## src/rtl/apb_bridge_ctrl_if.sv

```systemverilog
// apb_bridge_ctrl_if -- AHB-slave / APB-master signal bundle for apb_bridge_ctrl.
//   AHB side : Hwrite, Htrans[1:0], Haddr[31:0], Hwdata[31:0], Hreadyin  (to bridge)
//              Hreadyout, Hresp[1:0], Hrdata[31:0]                       (from bridge)
//   APB side : Prdata[31:0]                                               (to bridge)
//              Pselx[3:0], Penable, Pwrite, Paddr[31:0], Pwdata[31:0]     (from bridge)
// Modports: slave = the bridge's view, master = the surrounding system's view.
interface apb_bridge_ctrl_if;
  logic        Hwrite;
  logic [1:0]  Htrans;
  logic [31:0] Haddr;
  logic [31:0] Hwdata;
  logic        Hreadyin;
  logic [31:0] Prdata;

  logic [3:0]  Pselx;
  logic        Penable;
  logic        Pwrite;
  logic [31:0] Paddr;
  logic [31:0] Pwdata;
  logic        Hreadyout;
  logic [1:0]  Hresp;
  logic [31:0] Hrdata;

  modport slave (
    input  Hwrite, Htrans, Haddr, Hwdata, Hreadyin, Prdata,
    output Pselx, Penable, Pwrite, Paddr, Pwdata, Hreadyout, Hresp, Hrdata
  );

  modport master (
    output Hwrite, Htrans, Haddr, Hwdata, Hreadyin, Prdata,
    input  Pselx, Penable, Pwrite, Paddr, Pwdata, Hreadyout, Hresp, Hrdata
  );
endinterface

```

## src/rtl/apb_bridge_ctrl.sv

```systemverilog
// apb_bridge_ctrl -- AHB-to-APB bridge controller, four APB slaves.
// Ports:
//   clock  : single clock, all state on posedge
//   Hreset : synchronous active-high reset
//   bus    : apb_bridge_ctrl_if.slave (AHB transfer in, APB access out)
// Slave decode on Haddr[31:26]: 6'h20..6'h23 -> Pselx 0001/0010/0100/1000.
// Read: SETUP, ACCESS. Write: WWAIT (data phase capture), SETUP, ACCESS.
// A new address phase is accepted in IDLE or ACCESS, so back-to-back
// transfers run without an idle cycle.
// Optional macro APB_BRIDGE_ERR_RESP_EN: unmapped valid transfers get a
// two-cycle ERROR response (ERR1/ERR2); otherwise they are ignored.
module apb_bridge_ctrl (
  input  logic               clock,
  input  logic               Hreset,
  apb_bridge_ctrl_if.slave   bus
);

`ifdef APB_BRIDGE_ERR_RESP_EN
  typedef enum logic [2:0] {
    ST_IDLE, ST_WWAIT, ST_SETUP, ST_ACCESS, ST_ERR1, ST_ERR2
  } state_t;
`else
  typedef enum logic [1:0] {
    ST_IDLE, ST_WWAIT, ST_SETUP, ST_ACCESS
  } state_t;
`endif

  state_t      state, next_state;

  logic [31:0] paddr_q;
  logic        pwrite_q;
  logic [31:0] pwdata_q;
  logic [3:0]  sel_q;

  logic        valid;
  logic [3:0]  sel_dec;
  logic        mapped;
  logic        addr_phase_ok;
  logic        accept;

  // NONSEQ (10) and SEQ (11) are real transfers; IDLE/BUSY are ignored.
  always_comb begin
    valid = 1'b0;
    case (bus.Htrans)
      2'b10, 2'b11: valid = bus.Hreadyin;
      default:      valid = 1'b0;
    endcase
  end

  always_comb begin
    sel_dec = '0;
    case (bus.Haddr[31:26])
      6'h20:   sel_dec = 4'b0001;
      6'h21:   sel_dec = 4'b0010;
      6'h22:   sel_dec = 4'b0100;
      6'h23:   sel_dec = 4'b1000;
      default: sel_dec = '0;
    endcase
  end

  assign mapped        = |sel_dec;
  assign addr_phase_ok = (state == ST_IDLE) || (state == ST_ACCESS);
  assign accept        = addr_phase_ok && valid && mapped;

  always_ff @(posedge clock) begin
    if (Hreset) begin
      state    <= ST_IDLE;
      paddr_q  <= '0;
      pwrite_q <= 1'b0;
      pwdata_q <= '0;
      sel_q    <= '0;
    end else begin
      state <= next_state;
      if (accept) begin
        paddr_q  <= bus.Haddr;
        pwrite_q <= bus.Hwrite;
        sel_q    <= sel_dec;
      end
      if (state == ST_WWAIT)
        pwdata_q <= bus.Hwdata;
    end
  end

  always_comb begin
    next_state    = state;
    bus.Pselx     = '0;
    bus.Penable   = 1'b0;
    bus.Hreadyout = 1'b1;
    bus.Hresp     = 2'b00;
    bus.Hrdata    = '0;
    bus.Paddr     = paddr_q;
    bus.Pwrite    = pwrite_q;
    bus.Pwdata    = pwdata_q;

    // IDLE and ACCESS share the address-phase decision.
    if (addr_phase_ok) begin
      if (accept)
        next_state = bus.Hwrite ? ST_WWAIT : ST_SETUP;
`ifdef APB_BRIDGE_ERR_RESP_EN
      else if (valid)
        next_state = ST_ERR1;
`endif
      else
        next_state = ST_IDLE;
    end

    case (state)
      ST_IDLE: begin
        bus.Hreadyout = 1'b1;
      end
      ST_WWAIT: begin
        bus.Hreadyout = 1'b0;
        next_state    = ST_SETUP;
      end
      ST_SETUP: begin
        bus.Pselx     = sel_q;
        bus.Hreadyout = 1'b0;
        next_state    = ST_ACCESS;
      end
      ST_ACCESS: begin
        bus.Pselx     = sel_q;
        bus.Penable   = 1'b1;
        bus.Hreadyout = 1'b1;
        bus.Hrdata    = pwrite_q ? '0 : bus.Prdata;
      end
`ifdef APB_BRIDGE_ERR_RESP_EN
      ST_ERR1: begin
        bus.Hresp     = 2'b01;
        bus.Hreadyout = 1'b0;
        next_state    = ST_ERR2;
      end
      ST_ERR2: begin
        bus.Hresp     = 2'b01;
        bus.Hreadyout = 1'b1;
        next_state    = ST_IDLE;
      end
`endif
      default: begin
        next_state = ST_IDLE;
      end
    endcase
  end

endmodule

```

## src/flat_wrapper.sv

```systemverilog
// flat-port wrapper written by rule: the top's interface ports become plain ports
module apb_bridge_ctrl_flat 
  (clock, Hreset, bus_Hwrite, bus_Htrans, bus_Haddr, bus_Hwdata, bus_Hreadyin, bus_Prdata, bus_Pselx, bus_Penable, bus_Pwrite, bus_Paddr, bus_Pwdata, bus_Hreadyout, bus_Hresp, bus_Hrdata);
  apb_bridge_ctrl_if bus_i ();
  input  logic clock;
  input  logic Hreset;
  input wire logic [$bits(bus_i.Hwrite)-1:0] bus_Hwrite;
  input wire logic [$bits(bus_i.Htrans)-1:0] bus_Htrans;
  input wire logic [$bits(bus_i.Haddr)-1:0] bus_Haddr;
  input wire logic [$bits(bus_i.Hwdata)-1:0] bus_Hwdata;
  input wire logic [$bits(bus_i.Hreadyin)-1:0] bus_Hreadyin;
  input wire logic [$bits(bus_i.Prdata)-1:0] bus_Prdata;
  output wire logic [$bits(bus_i.Pselx)-1:0] bus_Pselx;
  output wire logic [$bits(bus_i.Penable)-1:0] bus_Penable;
  output wire logic [$bits(bus_i.Pwrite)-1:0] bus_Pwrite;
  output wire logic [$bits(bus_i.Paddr)-1:0] bus_Paddr;
  output wire logic [$bits(bus_i.Pwdata)-1:0] bus_Pwdata;
  output wire logic [$bits(bus_i.Hreadyout)-1:0] bus_Hreadyout;
  output wire logic [$bits(bus_i.Hresp)-1:0] bus_Hresp;
  output wire logic [$bits(bus_i.Hrdata)-1:0] bus_Hrdata;
  assign bus_i.Hwrite = bus_Hwrite;
  assign bus_i.Htrans = bus_Htrans;
  assign bus_i.Haddr = bus_Haddr;
  assign bus_i.Hwdata = bus_Hwdata;
  assign bus_i.Hreadyin = bus_Hreadyin;
  assign bus_i.Prdata = bus_Prdata;
  assign bus_Pselx = bus_i.Pselx;
  assign bus_Penable = bus_i.Penable;
  assign bus_Pwrite = bus_i.Pwrite;
  assign bus_Paddr = bus_i.Paddr;
  assign bus_Pwdata = bus_i.Pwdata;
  assign bus_Hreadyout = bus_i.Hreadyout;
  assign bus_Hresp = bus_i.Hresp;
  assign bus_Hrdata = bus_i.Hrdata;
  apb_bridge_ctrl u_core (.clock(clock), .Hreset(Hreset), .bus(bus_i));
endmodule
```

## config.mk

```make
export PLATFORM = sky130hd
export DESIGN_NAME = apb_bridge_ctrl_flat
export DESIGN_NICKNAME = d
export VERILOG_FILES = /design/src/rtl/apb_bridge_ctrl_if.sv /design/src/rtl/apb_bridge_ctrl.sv /design/src/flat_wrapper.sv
export SDC_FILE = /design/constraint.sdc
export NUM_CORES = 1
export LEC_CHECK = 0
export ABC_CLOCK_PERIOD_IN_PS = 4310
export BUFFER_PORTS_ARGS = -buffer_cell sky130_fd_sc_hd__buf_2
export CAP_MARGIN = 20
export CORE_ASPECT_RATIO = 1.2
export CORE_UTILIZATION = 40
export DETAILED_ROUTE_END_ITERATION = 8
export PLACE_DENSITY = 0.79
export SLEW_MARGIN = 25
export SYNTH_ARGS = -nofsm -noshare
export SYNTH_HDL_FRONTEND = slang
export SYNTH_SLANG_ARGS = --single-unit
```

## constraint.sdc

```tcl
create_clock -name clock -period 4.31 [get_ports clock]
set_input_delay 1.0775 -clock clock [delete_from_list [all_inputs] [get_ports clock]]
set_output_delay 1.0775 -clock clock [all_outputs]
set_load 0.02 [all_outputs]
```

==> flow_metrics.tcl <==
set metrics [dict create \
    min_period_ns 2.763 \
    hold_path_depth 2 \
    p_seq_share_pct 49.7 \
    arrival_ns 1.69 \
    row_count 33 \
    syn2layout_area_growth_pct 43.66 \
    cts_setup_buffers 0 \
    rr_worst_depth 6 \
    cts.sink_count 71 \
    finalMaxSlewViolations 0 \
    grt_use_total_pct 19.86 \
    busiest_layer "met2" \
    synth_area_um2 2880 \
    clk_latency_ns 0.33 \
    cts_root_buf "clkbuf_8" \
    ctsResizeCount 0 \
    cts.path.max_buffers 2 \
    avgSynthCellArea_um2 8.945 \
    routabilityCongestion 0.6737 \
    p_int_mw 1.039 \
    clk_pin_slew_worst_paths_ns 0.07 \
    netSwitchingFraction_pct 21.82 \
    crit_slowest_cell "dfxtp_1" \
    timing.rr.start "u_core.state[0]$_SDFFE_PP0P_" \
    p_leak_nw 2.000 \
    hold_path_end "u_core.bus.Paddr[31]$_SDFFE_PP0P_" \
    drc 0 \
    port_buffers 203 \
    powerDensity_nw_per_um2 321.2 \
    fin_crit_sh_pct 64.11 \
    synth_enable_flop_cells 0 \
    dp.final_hpwl_mm 5.459 \
    routed_via_density 4.907 \
    ys_warn_count 0 \
    path_cells "ha_1, nor2b_1, buf_4, and2_1, buf_2" \
    core_area_um2 6895 \
    use_met2_pct 38.11 \
    path_delay_family "flip-flops" \
    die_w_um 79.47 \
    grt_max_degree 72 \
    drtPass1Iterations 4 \
    p_sw_mw 0.2900 \
    status "finished, final reports clean" \
    min_path_type "reg2reg" \
    clock_skew_ns 0.006326 \
    dp_slack_ns 1.509 \
    regToRegSetupSlack_ns 2.46 \
    tightest_slew_ns 0.9567 \
    pin_count 207 \
    relSlewSlack_pct 36.22 \
    cts_tree "yes" \
    grt_pass1_wl_mm 11.63 \
    ys_types 24 \
    p_comb_share_pct 6.7 \
    yosysTopAreaCell "dfxtp_1" \
    wl_per_cell_um 12.79 \
    start_kind "flip-flop" \
    synth_most_common_cell "dfxtp_1" \
    worst_setup_path_end_kind "output pin" \
    synthCells 322 \
    critPathBufInv 2 \
    synth_top_area_share_pct 49.35 \
    cp_max_fo 32 \
    hp-start "u_core.bus.Paddr[31]$_SDFFE_PP0P_" \
    setup.worst_path.class "reg2out" \
    fill_cells 618 \
    use_met1_pct 19.63 \
    antenna_cells 0 \
    numCtsBuffers 9 \
    fp.dieH_um 94.96 \
    finalSetupTns_ns 0 \
    drt_iter0_drc 65 \
    rsz0062_at_grt "false" \
    clkPwrFrac_pct 43.7 \
    hold_viol 0 \
    hold_buffers 0 \
    met3_usage_pct 5.894 \
    critical_path.max_stage_delay_ns 0.43 \
    first_global_vias 2677 \
    wirelength_mm 7.688 \
    ys.flop_type "dfxtp_1" \
    worst_slack_ns 1.547 \
    clock.fmax_ghz 0.3619 \
    synth.top_cells.by_count "71 x dfxtp_1, 35 x a21oi_1, 35 x and2_1, 35 x nor2_1, 33 x o21ai_0" \
    ys_seq_area_share_pct 49.35 \
    synthTopCellsByArea "dfxtp_1 49%, mux2i_1 11%, and2_1 7.6%" \
    r2r_end "u_core.sel_q[0]$_SDFFE_PP0P_" \
    postLayoutCellArea_um2 4138 \
    finalSetupViolations 0 \
    stdcell_count 601 \
    synth-async-reset-ratio_pct 0 \
    drtAntennaViolNets 0 \
    critPathRequiredTime_ns 3.23 \
    vias 2949 \
    initial_utilization_pct 41.77 \
    cts-htree-levels 3 \
    drive_above_1_share_pct 43.77 \
    die_area_um2 7546 \
    overflow 0 \
    place_inst 586 \
    placed_area_um2 3919 \
    antenna_found_initial 0 \
    ys_ff_latch 71 \
    final_nets 615 \
    maxCapViolCount 0 \
    irDropWorstVdd_uv 301.8 \
]
## power by group through the flow
stage | logic, mW | clock network (mW) | registers [mW]
2_1_floorplan | 0.0316 | 0 | 0.679
3_3_place_gp | 0.0865 | 0 | 0.675
3_5_place_dp | 0.0884 | 0 | 0.675
4_1_cts | 0.0887 | 0.600 | 0.660
5_1_grt | 0.0965 | 0.623 | 0.660
6_report | 0.0885 | 0.581 | 0.660
## cell usage in the layout, fill, tap and decap left out, types with 2 or more instances in the layout
| cell type | Yosys | routed |
|---|---|---|
| a21oi_1 | 35 | 35 |
| and2_1 | 35 | 35 |
| buf_2 | 6 | 202 |
| buf_4 | 2 | 5 |
| bufinv_16 | 0 | 2 |
| clkbuf_8 | 0 | 10 |
| conb_1 | 1 | 2 |
| dfxtp_1 | 71 | 71 |
| ha_1 | 3 | 2 |
| inv_1 | 2 | 2 |
| mux2i_1 | 32 | 32 |
| nand3_1 | 29 | 29 |
| nand4b_1 | 3 | 3 |
| nor2_1 | 35 | 35 |
| nor3b_1 | 3 | 3 |
| o21ai_0 | 33 | 33 |
## worst reg2reg max path, stage by stage (launching register included)
cell,delay (ns)
dfxtp_1,0.37
inv_1,0.06
ha_1,0.34
nand4b_1,0.11
buf_4,0.25
or4_1,0.50
a21oi_1,0.16
## final cells by class
class | count | area, um2 | area share, %
Clock buffer | 10 | 137.6 | 3.326
Clock inverter | 5 | 81.33 | 1.966
Inverter | 2 | 7.507 | 0.1814
Multi-Input combinational cell | 219 | 1333 | 32.20
Sequential cell | 71 | 1421 | 34.35
Tap cell | 87 | 108.9 | 2.631
Timing Repair Buffer | 207 | 1049 | 25.34
## worst max-delay path by stage
stage / from / slack [ns] / cells past startpoint / endpoint
3_5_place_dp: bus_Haddr[28] / 1.51 / 4 / u_core.sel_q[0]$_SDFFE_PP0P_
5_1_grt: u_core.state[1]$_SDFFE_PP0P_ / 1.41 / 5 / bus_Hrdata[8]
3_3_place_gp: bus_Haddr[28] / 1.54 / 4 / u_core.sel_q[0]$_SDFFE_PP0P_
2_1_floorplan: u_core.state[1]$_SDFFE_PP0P_ / 1.84 / 4 / bus_Hrdata[10]
4_1_cts: u_core.state[1]$_SDFFE_PP0P_ / 1.52 / 5 / bus_Hrdata[8]
6_report: u_core.state[1]$_SDFFE_PP0P_ / 1.55 / 5 / bus_Hrdata[8]
## metrics by stage
stage	utilization [%]	hold slack (ns)	total power [mW]
after floorplan	-	0.4446	0.7102
after global placement	56.80	0.4464	0.7616
after detailed placement	56.83	0.4564	0.7637
after CTS	60.01	0.4750	1.349
after global routing	60.01	0.4937	1.380
final	60.01	0.4702	1.329
## kinds of logic (layout without fill, tap and decap cells)
group / Yosys count / in the layout / synth area share (%)
other cells: 1 / 2 / 0.1302
simple gates: 112 / 112 / 20.90
compound gates: 70 / 70 / 12.38
mux: 32 / 32 / 11.12
buf+inv: 33 / 224 / 4.822
fa+ha+maj: 3 / 3 / 1.303
flops: 71 / 71 / 49.35
## routing by layer
layer | share of wire, % | vias up
li1 | - | 1465
met1 | 38 | 1335
met2 | 52 | 138
met3 | 8.9 | 11
met4 | 1.4 | 0
met5 | 0 | -
## flip-flops by register name, indices dropped and copies added (netlist names)
register / cells
u_core.bus.Paddr: 32
u_core.bus.Pwdata: 32
u_core.sel_q: 4
u_core.state: 2
u_core.bus.Pwrite: 1
Power figures use the tool's default switching activity.
